**config.mk**
```make
export PLATFORM = sky130hd
export DESIGN_NAME = ifu_fetch
export DESIGN_NICKNAME = d
export VERILOG_FILES = /design/src/rtl/ifu_fetch_pkg.sv /design/src/rtl/ifu_fetch_if_id_reg.sv /design/src/rtl/ifu_fetch.sv
export SDC_FILE = /design/constraint.sdc
export NUM_CORES = 1
export LEC_CHECK = 0
export CAP_MARGIN = 20
export CELL_PAD_IN_SITES_DETAIL_PLACEMENT = 1
export CELL_PAD_IN_SITES_GLOBAL_PLACEMENT = 1
export CORE_ASPECT_RATIO = 1.75
export CORE_MARGIN = 10
export CORE_UTILIZATION = 28
export DETAILED_ROUTE_END_ITERATION = 6
export GPL_TIMING_DRIVEN = 0
export PLACE_DENSITY_LB_ADDON = 0.08
export SLEW_MARGIN = 10
export SYNTH_ARGS = -nofsm -noshare
export SYNTH_HDL_FRONTEND = slang
export SYNTH_SLANG_ARGS = --single-unit
```
**constraint.sdc**
```tcl
create_clock -name clk -period 1.9 [get_ports clk]
set_input_delay 0.38 -clock clk [delete_from_list [all_inputs] [get_ports clk]]
set_output_delay 0.38 -clock clk [all_outputs]
set_load 0.02 [all_outputs]
```
**src/rtl/ifu_fetch_pkg.sv**
```systemverilog
// Shared definitions for the instruction fetch stage and its IF/ID message.
// The decode stage unpacks IF_ID_message with the same field offsets.
package ifu_fetch_pkg;

    localparam int IF_WIDTH       = 32;
    localparam int IF_ID_WIDTH    = 2 * IF_WIDTH;
    localparam int IF_ID_PC_LSB   = 32;
    localparam int IF_ID_INST_LSB = 0;

    localparam logic [31:0] DEFAULT_RESET_PC = 32'h8000_0000;

    typedef enum logic [1:0] {
        S_REQ  = 2'd0,
        S_WAIT = 2'd1,
        S_OUT  = 2'd2
    } fetch_state_e;

endpackage

```
**src/rtl/ifu_fetch_if_id_reg.sv**
```systemverilog
// One-entry IF/ID output buffer holding {pc, inst} for decode.
// Flush and clear both empty it; flush wins over a load in the same cycle.
module if_id_reg
    import ifu_fetch_pkg::*;
#(
    parameter int WIDTH = IF_WIDTH
) (
    input  logic               clk,
    input  logic               rst,
    input  logic               i_load,
    input  logic               i_clear,
    input  logic               i_flush,
    input  logic [WIDTH-1:0]   i_pc,
    input  logic [WIDTH-1:0]   i_inst,
    output logic               o_valid,
    output logic [2*WIDTH-1:0] o_data
);

    logic               r_valid;
    logic [2*WIDTH-1:0] r_data;

    always_ff @(posedge clk) begin
        if (rst) begin
            r_valid <= 1'b0;
            r_data  <= '0;
        end else if (i_flush || i_clear) begin
            r_valid <= 1'b0;
        end else if (i_load) begin
            r_valid <= 1'b1;
            r_data  <= {i_pc, i_inst};
        end
    end

    assign o_valid = r_valid;
    assign o_data  = r_data;

endmodule

```
**src/rtl/ifu_fetch.sv**
```systemverilog
// Instruction fetch stage: PC, single-outstanding imem request FSM, redirect
// handling with stale-response dropping, and the IF/ID buffer for decode.
module ifu_fetch
    import ifu_fetch_pkg::*;
#(
    parameter int               WIDTH    = IF_WIDTH,
    parameter logic [WIDTH-1:0] RESET_PC = WIDTH'(DEFAULT_RESET_PC)
) (
    input  logic               clk,
    input  logic               rst,
    output logic               imem_req_valid,
    input  logic               imem_req_ready,
    output logic [WIDTH-1:0]   imem_req_addr,
    input  logic               imem_resp_valid,
    input  logic [WIDTH-1:0]   imem_resp_data,
    input  logic               redirect_valid,
    input  logic [WIDTH-1:0]   redirect_pc,
    input  logic               id_ready,
    output logic               if_id_valid,
    output logic [2*WIDTH-1:0] IF_ID_message
);

    fetch_state_e     r_state;
    fetch_state_e     w_stateNext;
    logic [WIDTH-1:0] r_pc;
    logic [WIDTH-1:0] w_pcNext;
    logic             r_drop;
    logic             w_dropNext;
    logic             w_handshake;
    logic             w_load;
    logic             w_consume;
    logic             r_staleOk;

    assign imem_req_valid = (r_state == S_REQ) && !rst;
    assign imem_req_addr  = r_pc;
    assign w_handshake    = imem_req_valid && imem_req_ready;

    always_ff @(posedge clk) begin
        if (rst) begin
            r_state <= S_REQ;
            r_pc    <= RESET_PC;
            r_drop  <= 1'b0;
        end else begin
            r_state <= w_stateNext;
            r_pc    <= w_pcNext;
            r_drop  <= w_dropNext;
        end
    end

    // Redirect overrides every other event; a request already accepted is marked for dropping.
    always_comb begin
        w_stateNext = r_state;
        w_pcNext    = r_pc;
        w_dropNext  = r_drop;
        w_load      = 1'b0;
        w_consume   = 1'b0;
        if (redirect_valid) begin
            w_pcNext = redirect_pc;
            case (r_state)
                S_REQ: begin
                    if (w_handshake) begin
                        w_stateNext = S_WAIT;
                        w_dropNext  = 1'b1;
                    end
                end
                S_WAIT: begin
                    if (imem_resp_valid) begin
                        w_stateNext = S_REQ;
                        w_dropNext  = 1'b0;
                    end else begin
                        w_dropNext  = 1'b1;
                    end
                end
                default: w_stateNext = S_REQ;
            endcase
        end else begin
            case (r_state)
                S_REQ: begin
                    if (w_handshake) w_stateNext = S_WAIT;
                end
                S_WAIT: begin
                    if (imem_resp_valid) begin
                        if (r_drop) begin
                            w_dropNext  = 1'b0;
                            w_stateNext = S_REQ;
                        end else begin
                            w_load      = 1'b1;
                            w_stateNext = S_OUT;
                        end
                    end
                end
                S_OUT: begin
                    if (id_ready) begin
                        w_consume   = 1'b1;
                        w_pcNext    = r_pc + WIDTH'(4);
                        w_stateNext = S_REQ;
                    end
                end
                default: w_stateNext = S_REQ;
            endcase
        end
    end

    if_id_reg #(
        .WIDTH (WIDTH)
    ) u_if_id_reg (
        .clk     (clk),
        .rst     (rst),
        .i_load  (w_load),
        .i_clear (w_consume),
        .i_flush (redirect_valid),
        .i_pc    (r_pc),
        .i_inst  (imem_resp_data),
        .o_valid (if_id_valid),
        .o_data  (IF_ID_message)
    );

    // A reset that cuts off a WAIT leaves one late response legitimately landing outside WAIT.
    always_ff @(posedge clk) begin
        if (rst) begin
            r_staleOk <= r_staleOk || (r_state == S_WAIT);
        end else if (w_handshake || imem_resp_valid) begin
            r_staleOk <= 1'b0;
        end
    end

    a_respOnlyInWait: assert property (@(posedge clk) disable iff (rst)
        imem_resp_valid |-> ((r_state == S_WAIT) || r_staleOk));

endmodule
```
==> results of run 1 <==
worst min-delay path, delay by kind of cell, from the launching register on:
kind	cells	cell delay, ns
compound gates	1	0.05
flops	1	0.31
simple gates	1	0.05
where the power goes:
part,switching (mW),internal [mW],leakage (nW)
clock,0.849,1.02,0.137
combinational,0.379,0.379,1.64
sequential,0.0866,2.16,0.825
total,1.32,3.56,2.61
layout make-up:
cell class / count / area [um2] / area share
Multi-Input combinational cell: 376 / 2190 / 0.313
Sequential cell: 100 / 2060 / 0.294
Timing Repair Buffer: 206 / 1980 / 0.283
Clock buffer: 10 / 229 / 0.0327
Tap cell: 183 / 229 / 0.0327
Buffer: 40 / 209 / 0.0299
Clock inverter: 6 / 62.6 / 0.00894
Inverter: 9 / 35.0 / 0.00501
worst paths after layout:
kind                                             start                      to  depth (start not counted)
worst min register to register  u_if_id_reg.o_data[27]  u_if_id_reg.o_data[27]                          2
worst max register to register        imem_req_addr[2]       imem_req_addr[27]                          4
worst max-delay path                  imem_req_addr[2]       imem_req_addr[27]                          4
worst min-delay path            u_if_id_reg.o_data[27]  u_if_id_reg.o_data[27]                          2
what timing repair did:
| action | in CTS | in global routing |
|---|---|---|
| hold endpoints to repair | 0 | 0 |
| resized for setup | 60 | 35 |
| buffers inserted | 22 | 17 |
| setup endpoints to repair | 97 | 63 |
| pin swaps | 9 | 10 |
placed cells by master, fill, tap and decap left out, types with 3 or more instances in the layout:
| cell type | netlist | final |
|---|---|---|
| nand4_1 | 11 | 11 |
| o211a_1 | 3 | 3 |
| nor2_1 | 25 | 25 |
| inv_1 | 8 | 8 |
| clkbuf_2 | 1 | 6 |
| nor4_1 | 11 | 7 |
| a311oi_1 | 5 | 4 |
| dlymetal6s2s_1 | 0 | 8 |
| clkbuf_1 | 32 | 18 |
| a211oi_1 | 11 | 11 |
| clkdlybuf4s50_1 | 0 | 153 |
| buf_4 | 0 | 40 |
| dfxtp_4 | 0 | 15 |
| nand2_1 | 139 | 138 |
| dlygate4sd2_1 | 0 | 5 |
| dfxtp_1 | 100 | 84 |
| a21oi_1 | 67 | 67 |
| clkbuf_4 | 0 | 4 |
| mux2i_1 | 5 | 5 |
| nor4_2 | 1 | 3 |
| or3_1 | 5 | 3 |
| xnor2_1 | 9 | 9 |
| clkbuf_16 | 0 | 9 |
| nor3_1 | 14 | 14 |
| nor2b_1 | 6 | 6 |
| buf_2 | 1 | 10 |
| o21ai_0 | 6 | 6 |
| and3_1 | 7 | 7 |
| nand3_1 | 11 | 10 |
sequential cells by signal, indices dropped and copies added, names as in the netlist:
name                 count
imem_req_addr           32
u_if_id_reg.o_valid      1
u_if_id_reg.o_data      64
r_drop                   1
r_state                  2
logic make-up (layout without fill, tap and decap cells):
| logic type | Yosys count | count (layout) | share of synthesized area |
|---|---|---|---|
| and+or+nand+nor | 249 | 249 | 0.280 |
| AOI/OAI and AO/OA | 110 | 110 | 0.162 |
| DFF | 100 | 100 | 0.474 |
| buffers and inverters | 50 | 271 | 0.0451 |
| xor gates and xnor gates | 11 | 11 | 0.0228 |
| muxes | 5 | 5 | 0.0119 |
| adders and majority gates | 1 | 1 | 0.00296 |
per-stage QoR:
step / std cells / worst slack [ns] / cell area, um2
after global routing: 930 / -0.0708 / 7000
after floorplan: 526 / -0.0399 / 4280
final: 930 / -0.0371 / 7000
after detailed placement: 876 / -1.11 / 6180
after CTS: 914 / -0.0967 / 6790
after global placement: 876 / -1.08 / 6180
layer usage:
metal  share of wire  GRT usage  wire, um  vias up
met2            0.55      0.337     10500      144
met5               0          0         0        -
met3           0.074     0.0568      1400       22
met4           0.016     0.0479       296        0
met1            0.36      0.171      6740     2340
li1                -          -         -     2265
==> flow_metrics.py, run 1 <==
metrics = {
    "yosys": {
        "synth_top_area_frac": 0.474,
        "synthCells": 526,
        "synth-seq-cells": 100,
        "synth.most_common_cell": "nand2_1",
        "synth_edf_count": 0,
        "synth_top_cell_by_area": "dfxtp_1",
        "syn_avg_cell_area_um2": 8.02,
        "yosysWarnings": 0,
        "async_reset_ff_frac": 0,
        "synth_seq_area_share": 0.474,
        "yosysUniqueCellTypes": 51,
        "synth_common_cells": "nand2_1 (139), dfxtp_1 (100), a21oi_1 (67), clkbuf_1 (32), nor2_1 (25)",
        "ys.flop_type": "dfxtp_1",
        "yosys-top-cells-area": "dfxtp_1 (47%), nand2_1 (12%), a21oi_1 (7.9%), clkbuf_1 (2.8%), nor2_1 (2.2%)",
        "syn_nets": 597,
        "syn_area_um2": 4220,
    },
    "pwr": {
        "total_power_mw": 4.88,
        "powerDensity_nw_per_um2": 697,
        "irDropWorstVdd_uv": 518,
        "p_leak_nw": 2.61,
    },
    "global_routing": {
        "grt_pass1_vias": 5085,
        "antenna_found_initial": 0,
        "grtUsageTotal": 0.175,
        "grt_max_degree": 17,
        "grt_pass1_wl_mm": 28.9,
        "overflow": 0,
    },
    "critical_path": {
        "critPathCaptureType": "flop",
        "r2r_slack_ns": -0.04,
        "crit_chain": "nand4_1, or4_4, or3_4, a2111oi_4",
        "worst_ep_required_time_ns": 2.14,
        "cpMaxStageDelayCell": "or4_4",
        "arrival_ns": 2.18,
        "worstPathMaxFanout": 4,
        "path_buf_inv": 0,
        "max_stage_delay_ns": 0.59,
        "criticalPathCategory": "flop to flop",
        "critPathLaunchType": "flop",
        "critPathTopFamily": "simple AND/OR/NAND/NOR gates",
    },
    "cells_and_area": {
        "fillerInstances": 1757,
        "num_antenna_cells": 0,
        "final_nets": 813,
        "syn2layout_area_growth_pct": 65.8,
        "final_util": 0.471,
        "drive_above_1_share": 0.159,
    },
    "clocking": {
        "clock_path_buffers": 2,
        "clock_sinks": 100,
        "postCtsHoldBufs": 0,
        "cts_tree": "done",
        "cts_buffers": 9,
        "clk_latency_ns": 0.35,
        "cts_root_buffer": "clkbuf_16",
        "htreeDepth": 3,
        "clk_pin_slew_ns": 0.07,
    },
    "status": {
        "violations": "setup timing",
        "status": "complete, but fails checks",
    },
    "sta": {
        "drv_slew": 0,
        "setup_slack_ns": -0.0371,
        "rsz0062_at_grt": "true",
        "worst_pin_slew_ns": 0.847,
        "clock-skew-final_ns": 0.0108,
        "holdWs_ns": 0.456,
        "fin_crit_sh": 1.02,
        "fin_crit_ns": 1.94,
        "setup_tns_ns": -0.0371,
        "setup_viol": 1,
        "slew-limit-headroom": 0.435,
        "hold_viol_final": 0,
        "max_clock_freq_ghz": 0.516,
    },
    "place": {
        "port_buffers": 167,
        "gp_congestion": 0.847,
        "dp_hpwl_mm": 14.1,
    },
    "floorplanning": {
        "die_w_um": 113,
        "io_pins": 168,
        "rows": 59,
        "fp.dieH_um": 182,
        "fp.dieArea_um2": 20600,
        "initial_core_util": 0.284,
        "core_area_um2": 14800,
    },
    "routing": {
        "via_count": 4771,
        "drc": 0,
        "routedWlPerCell_um": 20.3,
        "drtIter0Drc": 148,
        "vias_per_cell": 5.13,
        "drtPass1Iterations": 4,
        "postRouteAntennaNets": 0,
        "postRouteWirelength_mm": 18.9,
    },
    "run": {
        "max-cap-violations": 0,
    },
    "hold_path": {
        "hp-class": "flop to flop",
    },
}
No activity file was read; power rests on OpenSTA's default activity.
==> inputs of run 2 (changes only) <==
--- a/config.mk
+++ b/config.mk
@@ -8,7 +8,7 @@
 export CAP_MARGIN = 20
 export CELL_PAD_IN_SITES_DETAIL_PLACEMENT = 1
 export CELL_PAD_IN_SITES_GLOBAL_PLACEMENT = 1
-export CORE_ASPECT_RATIO = 1.75
+export CORE_ASPECT_RATIO = 0.6
 export CORE_MARGIN = 10
 export CORE_UTILIZATION = 28
 export DETAILED_ROUTE_END_ITERATION = 6
==> run 2 against run 1 <==
  * The flow still finishes with violations (setup timing)
  * Final area down 2.7%
  * Total power decreased by 3.9%
  * Count of clock-buffer cells in the layout grew 1
  * Critical path type unchanged
  * Critical endpoint unchanged
==> flow_metrics.py, run 2 (synthesized netlist as in run 1, its figures left out) <==
metrics = {
    "critical_path": {
        "cpMaxStageDelayCell": "or4_4",
        "critPathLaunchType": "flop",
        "arrival_ns": 2.24,
        "max_stage_delay_ns": 0.58,
        "critPathCaptureType": "flop",
        "crit_chain": "nand4b_4, or4_4, buf_6, or3_4, a2111oi_4",
        "criticalPathCategory": "flop to flop",
        "worstPathMaxFanout": 5,
        "path_buf_inv": 1,
        "critPathTopFamily": "simple AND/OR/NAND/NOR gates",
        "worst_ep_required_time_ns": 2.15,
    },
    "cells_and_area": {
        "final_nets": 793,
        "layout_commonest_cell": "clkdlybuf4s50_1",
        "num_antenna_cells": 0,
        "finalNonFillerCells": 925,
        "final_cell_mix": "clkdlybuf4s50_1 (159), nand2_1 (139), dfxtp_1 (84)",
        "final_util": 0.465,
        "fillerInstances": 1745,
        "drive_above_1_share": 0.132,
        "largest_reg_flops": 64,
        "syn2layout_area_growth_pct": 61.3,
        "fin_area_um2": 6810,
    },
    "global_routing": {
        "grtUsageTotal": 0.174,
        "grt_pass1_wl_mm": 28.2,
        "grt_max_degree": 17,
        "overflow": 0,
        "grt_pass1_vias": 4992,
        "antenna_found_initial": 0,
    },
    "clocking": {
        "clock_sinks": 100,
        "clock_path_buffers": 2,
        "cts_buffers": 9,
        "cts_tree": "done",
        "clk_latency_ns": 0.34,
        "cts_root_buffer": "clkbuf_16",
        "clk_pin_slew_ns": 0.07,
        "htreeDepth": 3,
    },
    "run": {
        "max-cap-violations": 0,
    },
    "floorplanning": {
        "rows": 34,
        "io_pins": 168,
        "fp.dieArea_um2": 20500,
        "die_w_um": 178,
        "initial_core_util": 0.288,
        "core_area_um2": 14600,
        "fp.dieH_um": 115,
    },
    "routing": {
        "drtIter0Drc": 183,
        "routed.top_layer": "met4",
        "routedWlPerCell_um": 19.6,
        "postRouteAntennaNets": 0,
        "drtPass1Iterations": 4,
        "met2_length_mm": 7.93,
        "wl_met3_mm": 2.01,
        "vias_per_cell": 4.95,
        "postRouteWirelength_mm": 18.2,
        "drc": 0,
        "wl_met1_mm": 8.04,
        "via_count": 4575,
    },
    "sta": {
        "worst_pin_slew_ns": 0.727,
        "fin_crit_sh": 1.05,
        "hold_viol_final": 0,
        "drv_slew": 0,
        "setup_viol": 2,
        "setup_slack_ns": -0.0869,
        "setup_tns_ns": -0.169,
        "max_clock_freq_ghz": 0.503,
        "holdWs_ns": 0.455,
        "rsz0062_at_grt": "true",
        "fin_crit_ns": 1.99,
        "slew-limit-headroom": 0.515,
        "clock-skew-final_ns": 0.00868,
    },
    "place": {
        "port_buffers": 167,
        "place_ws_ns": -1.12,
        "dp_hpwl_mm": 13.5,
        "dp.cells": 891,
        "gp_congestion": 0.840,
        "dpl_cell_area_um2": 6200,
    },
    "pwr": {
        "power_frac_comb": 0.152,
        "powerDensity_nw_per_um2": 689,
        "pwr-share-clk": 0.366,
        "intPower_mw": 3.41,
        "switching_share": 0.272,
        "switchingPower_mw": 1.27,
        "p_seq_frac": 0.482,
        "total_power_mw": 4.69,
        "p_leak_nw": 2.42,
        "irDropWorstVdd_uv": 618,
    },
    "hold_path": {
        "hp-class": "flop to flop",
    },
    "status": {
        "status": "complete, but fails checks",
        "violations": "setup timing",
    },
}
-- run 2: changes by cell type in the layout (fill, tap and decap cells not counted), moves of 2 or more --
| cell | previous run | this run |
|---|---|---|
| buf_4 | 40 | 18 |
| clkdlybuf4s50_1 | 153 | 159 |
| dlymetal6s2s_1 | 8 | 3 |
| buf_2 | 10 | 6 |
| clkbuf_2 | 6 | 10 |
| buf_6 | 1 | 4 |
| clkinv_4 | 0 | 3 |
| clkbuf_1 | 18 | 16 |
| clkbuf_4 | 4 | 6 |
| nor4_1 | 7 | 9 |
| nor4_2 | 3 | 1 |
-- run 2: timing repair --
action | 4_1_cts | 5_1_grt
endpoints found under the setup margin | 100 | 87
hold buffers | 0 | 0
resized for setup | 56 | 32
pin swaps | 7 | 4
buffers inserted | 14 | 4
-- run 2: area by class of cell --
type / instances / area (um2) / share of cell area
clock inverters: 5 / 38.8 / 0.00570
repair buffers: 185 / 1830 / 0.268
plain buffers: 41 / 229 / 0.0336
clock buffers: 11 / 233 / 0.0342
inverters: 9 / 35.0 / 0.00515
well taps: 198 / 248 / 0.0364
flip-flops and latches: 100 / 2060 / 0.302
multi-input cells: 376 / 2140 / 0.315
-- run 2: worst paths after layout --
| kind | startpoint | slack, ns | end | depth (start not counted) |
|---|---|---|---|---|
| setup reg to reg | r_state[0] | -0.09 | imem_req_addr[27] | 5 |
| setup / recovery | r_state[0] | -0.09 | imem_req_addr[27] | 5 |
| hold / removal | u_if_id_reg.o_data[35] | 0.45 | u_if_id_reg.o_data[35] | 2 |
| hold reg to reg | u_if_id_reg.o_data[35] | 0.45 | u_if_id_reg.o_data[35] | 2 |
-- run 2: layer usage --
metal	GRT usage	vias to the layer above
li1	-	2235
met1	0.213	2198
met2	0.271	131
met3	0.0881	11
met4	0.0335	0
met5	0	-
-- run 2: power by group through the flow --
| stage | Combinational [mW] | Sequential [mW] | Clock, mW |
|---|---|---|---|
| after CTS | 0.707 | 2.26 | 1.78 |
| after global placement | 0.664 | 2.31 | 0 |
| final | 0.712 | 2.26 | 1.72 |
| after detailed placement | 0.678 | 2.31 | 0 |
| after floorplan | 0.205 | 2.37 | 0 |
| after global routing | 0.770 | 2.27 | 1.86 |
-- run 2: worst reg2reg max path: stages (launching register included) --
cell and delay, ns:
dfxtp_4 0.36, nand4b_4 0.20, or4_4 0.58, buf_6 0.14, or3_4 0.33, a2111oi_4 0.28
==> inputs of run 3 (changes only) <==
--- a/config.mk
+++ b/config.mk
@@ -8,7 +8,7 @@
 export CAP_MARGIN = 20
 export CELL_PAD_IN_SITES_DETAIL_PLACEMENT = 1
 export CELL_PAD_IN_SITES_GLOBAL_PLACEMENT = 1
-export CORE_ASPECT_RATIO = 0.6
+export CORE_ASPECT_RATIO = 2
 export CORE_MARGIN = 10
 export CORE_UTILIZATION = 28
 export DETAILED_ROUTE_END_ITERATION = 6
==> run 3 against run 2 <==
  * The run still ends with setup timing left
  * Critical path type unchanged
  * Maximum frequency rose by 4.4%
  * Highest routed layer unchanged
  * Largest power group unchanged
  * Wire length increased by 2.8%
  * Hold slack got worse by 0.00064 ns
  * Final area up 0.40%
  * Combinational power about the same
  * Non-clock buffer count rose by 2
==> flow_metrics.py, run 3 (synthesized netlist as in run 1, its figures left out) <==
metrics = {
    "sta": {
        "setup_viol": 1,
        "fin_crit_ns": 1.90,
        "slew-limit-headroom": 0.464,
        "fin_crit_sh": 1.00,
        "hold_viol_final": 0,
        "drv_slew": 0,
        "clock-skew-final_ns": 0.00682,
        "setup_slack_ns": -0.00362,
        "rsz0062_at_grt": "true",
        "worst_pin_slew_ns": 0.803,
        "max_clock_freq_ghz": 0.525,
        "setup_tns_ns": -0.00362,
    },
    "critical_path": {
        "cpMaxStageDelayCell": "or4_4",
        "worstPathMaxFanout": 5,
        "max_stage_delay_ns": 0.56,
        "criticalPathCategory": "flop to flop",
        "critPathCaptureType": "flop",
        "path_buf_inv": 0,
        "worst_ep_required_time_ns": 2.15,
        "crit_chain": "nand4b_4, or4_4, or3_4, a2111oi_4",
        "critPathTopFamily": "simple AND/OR/NAND/NOR gates",
        "arrival_ns": 2.15,
        "critPathLaunchType": "flop",
        "r2r_slack_ns": -0.004,
    },
    "routing": {
        "via_count": 4645,
        "postRouteWirelength_mm": 18.7,
        "drtPass1Iterations": 4,
        "drc": 0,
        "routedWlPerCell_um": 20.2,
        "postRouteAntennaNets": 0,
        "drtIter0Drc": 151,
        "vias_per_cell": 5.02,
    },
    "cells_and_area": {
        "multi_input_area_um2": 2170,
        "largest_reg_flops": 64,
        "layout_commonest_cell": "clkdlybuf4s50_1",
        "final_nets": 795,
        "fillerInstances": 1849,
        "drive_above_1_share": 0.137,
        "syn2layout_area_growth_pct": 62.0,
        "final_cell_mix": "clkdlybuf4s50_1 (156), nand2_1 (138), dfxtp_1 (84)",
        "final_util": 0.461,
        "regArea_um2": 2060,
        "fin_area_um2": 6840,
    },
    "pwr": {
        "switchingPower_mw": 1.29,
        "powerDensity_nw_per_um2": 708,
        "pwr-share-clk": 0.386,
        "intPower_mw": 3.55,
        "irDropWorstVdd_uv": 419,
        "switching_share": 0.267,
        "p_leak_nw": 2.47,
        "power_frac_comb": 0.147,
        "p_seq_frac": 0.467,
    },
    "place": {
        "dpl_cell_area_um2": 6190,
        "port_buffers": 167,
        "dp_hpwl_mm": 14.5,
        "gp_congestion": 0.869,
    },
    "floorplanning": {
        "io_pins": 168,
        "initial_core_util": 0.285,
        "rows": 63,
        "die_w_um": 107,
        "fp.dieArea_um2": 20700,
        "core_area_um2": 14800,
        "fp.dieH_um": 194,
    },
    "global_routing": {
        "grt_pass1_vias": 5206,
        "grt_max_degree": 17,
        "grt_pass1_wl_mm": 29.5,
        "grtUsageTotal": 0.181,
        "antenna_found_initial": 1,
        "overflow": 0,
    },
    "clocking": {
        "clock_path_buffers": 2,
        "clock_sinks": 100,
        "postCtsHoldBufs": 0,
        "htreeDepth": 3,
        "cts_buffers": 9,
        "cts_tree": "done",
        "clk_pin_slew_ns": 0.07,
        "clk_latency_ns": 0.34,
        "cts_root_buffer": "clkbuf_16",
    },
    "status": {
        "violations": "setup timing",
        "status": "complete, but fails checks",
    },
    "hold_path": {
        "hp-class": "flop to flop",
    },
    "run": {
        "max-cap-violations": 0,
    },
}
==> run 3: cell types whose count changed in the layout (fill, tap and decap cells not counted), sizes merged <==
cell | before | now
dlygate4sd2 | 4 | 7
buf | 29 | 32
clkbuf | 42 | 41
inv | 8 | 9
clkinvlp | 1 | 0
diode | 0 | 1
clkdlybuf4s50 | 159 | 156
bufinv | 0 | 1
clkinv | 5 | 4
==> run 3: what timing repair did <==
action	in CTS	in global routing
gates resized for setup	60	31
buffers inserted	20	1
setup endpoints to repair	105	82
pin swaps	9	8
==> run 3: worst paths after layout <==
path	start	endpoint	depth (start not counted)
worst min-delay path	u_if_id_reg.o_data[56]	u_if_id_reg.o_data[56]	2
worst min register to register	u_if_id_reg.o_data[56]	u_if_id_reg.o_data[56]	2
worst max-delay path	r_state[0]	imem_req_addr[27]	4
worst max register to register	r_state[0]	imem_req_addr[27]	4
==> run 3: final cells by class <==
type	instances	share of cell area
multi-input cells	376	0.317
plain buffers	40	0.0307
well taps	195	0.0357
inverters	9	0.00512
clock buffers	11	0.0340
clock inverters	5	0.00897
flip-flops and latches	100	0.301
diodes	1	0.000366
repair buffers	188	0.267
==> run 3: power by group through the flow <==
stage	Combinational, mW	Clock (mW)	Sequential, mW
detailed placement	0.680	0	2.32
global route	0.769	2.01	2.27
finish	0.710	1.87	2.26
floorplan	0.205	0	2.37
global placement	0.669	0	2.32
CTS	0.713	1.92	2.26
==> run 3: stage by stage <==
step                      power [mW]  worst slack, ns  hold slack [ns]  std cells
after CTS                       4.90          -0.0446            0.456        924
final                           4.84         -0.00362            0.454        925
after detailed placement        3.00            -1.14            0.448        888
after global placement          2.98            -1.11            0.442        888
after floorplan                 2.58          -0.0399            0.480        526
after global routing            5.05          -0.0852            0.476        925
==> run 3: tightest hold or removal path, delay by kind of cell, from the launching register on <==
family / cells / cell delay, ns
flip-flops: 1 / 0.31
AND/OR/NAND/NOR: 1 / 0.05
AO/OA/AOI/OAI: 1 / 0.05
==> run 3: per-layer routing <==
| metal | track usage | vias up | share of wire |
|---|---|---|---|
| met5 | 0 | - | 0 |
| met2 | 0.347 | 130 | 0.57 |
| met3 | 0.0529 | 25 | 0.059 |
| met4 | 0.0769 | 0 | 0.026 |
| met1 | 0.167 | 2258 | 0.35 |
| li1 | - | 2232 | - |
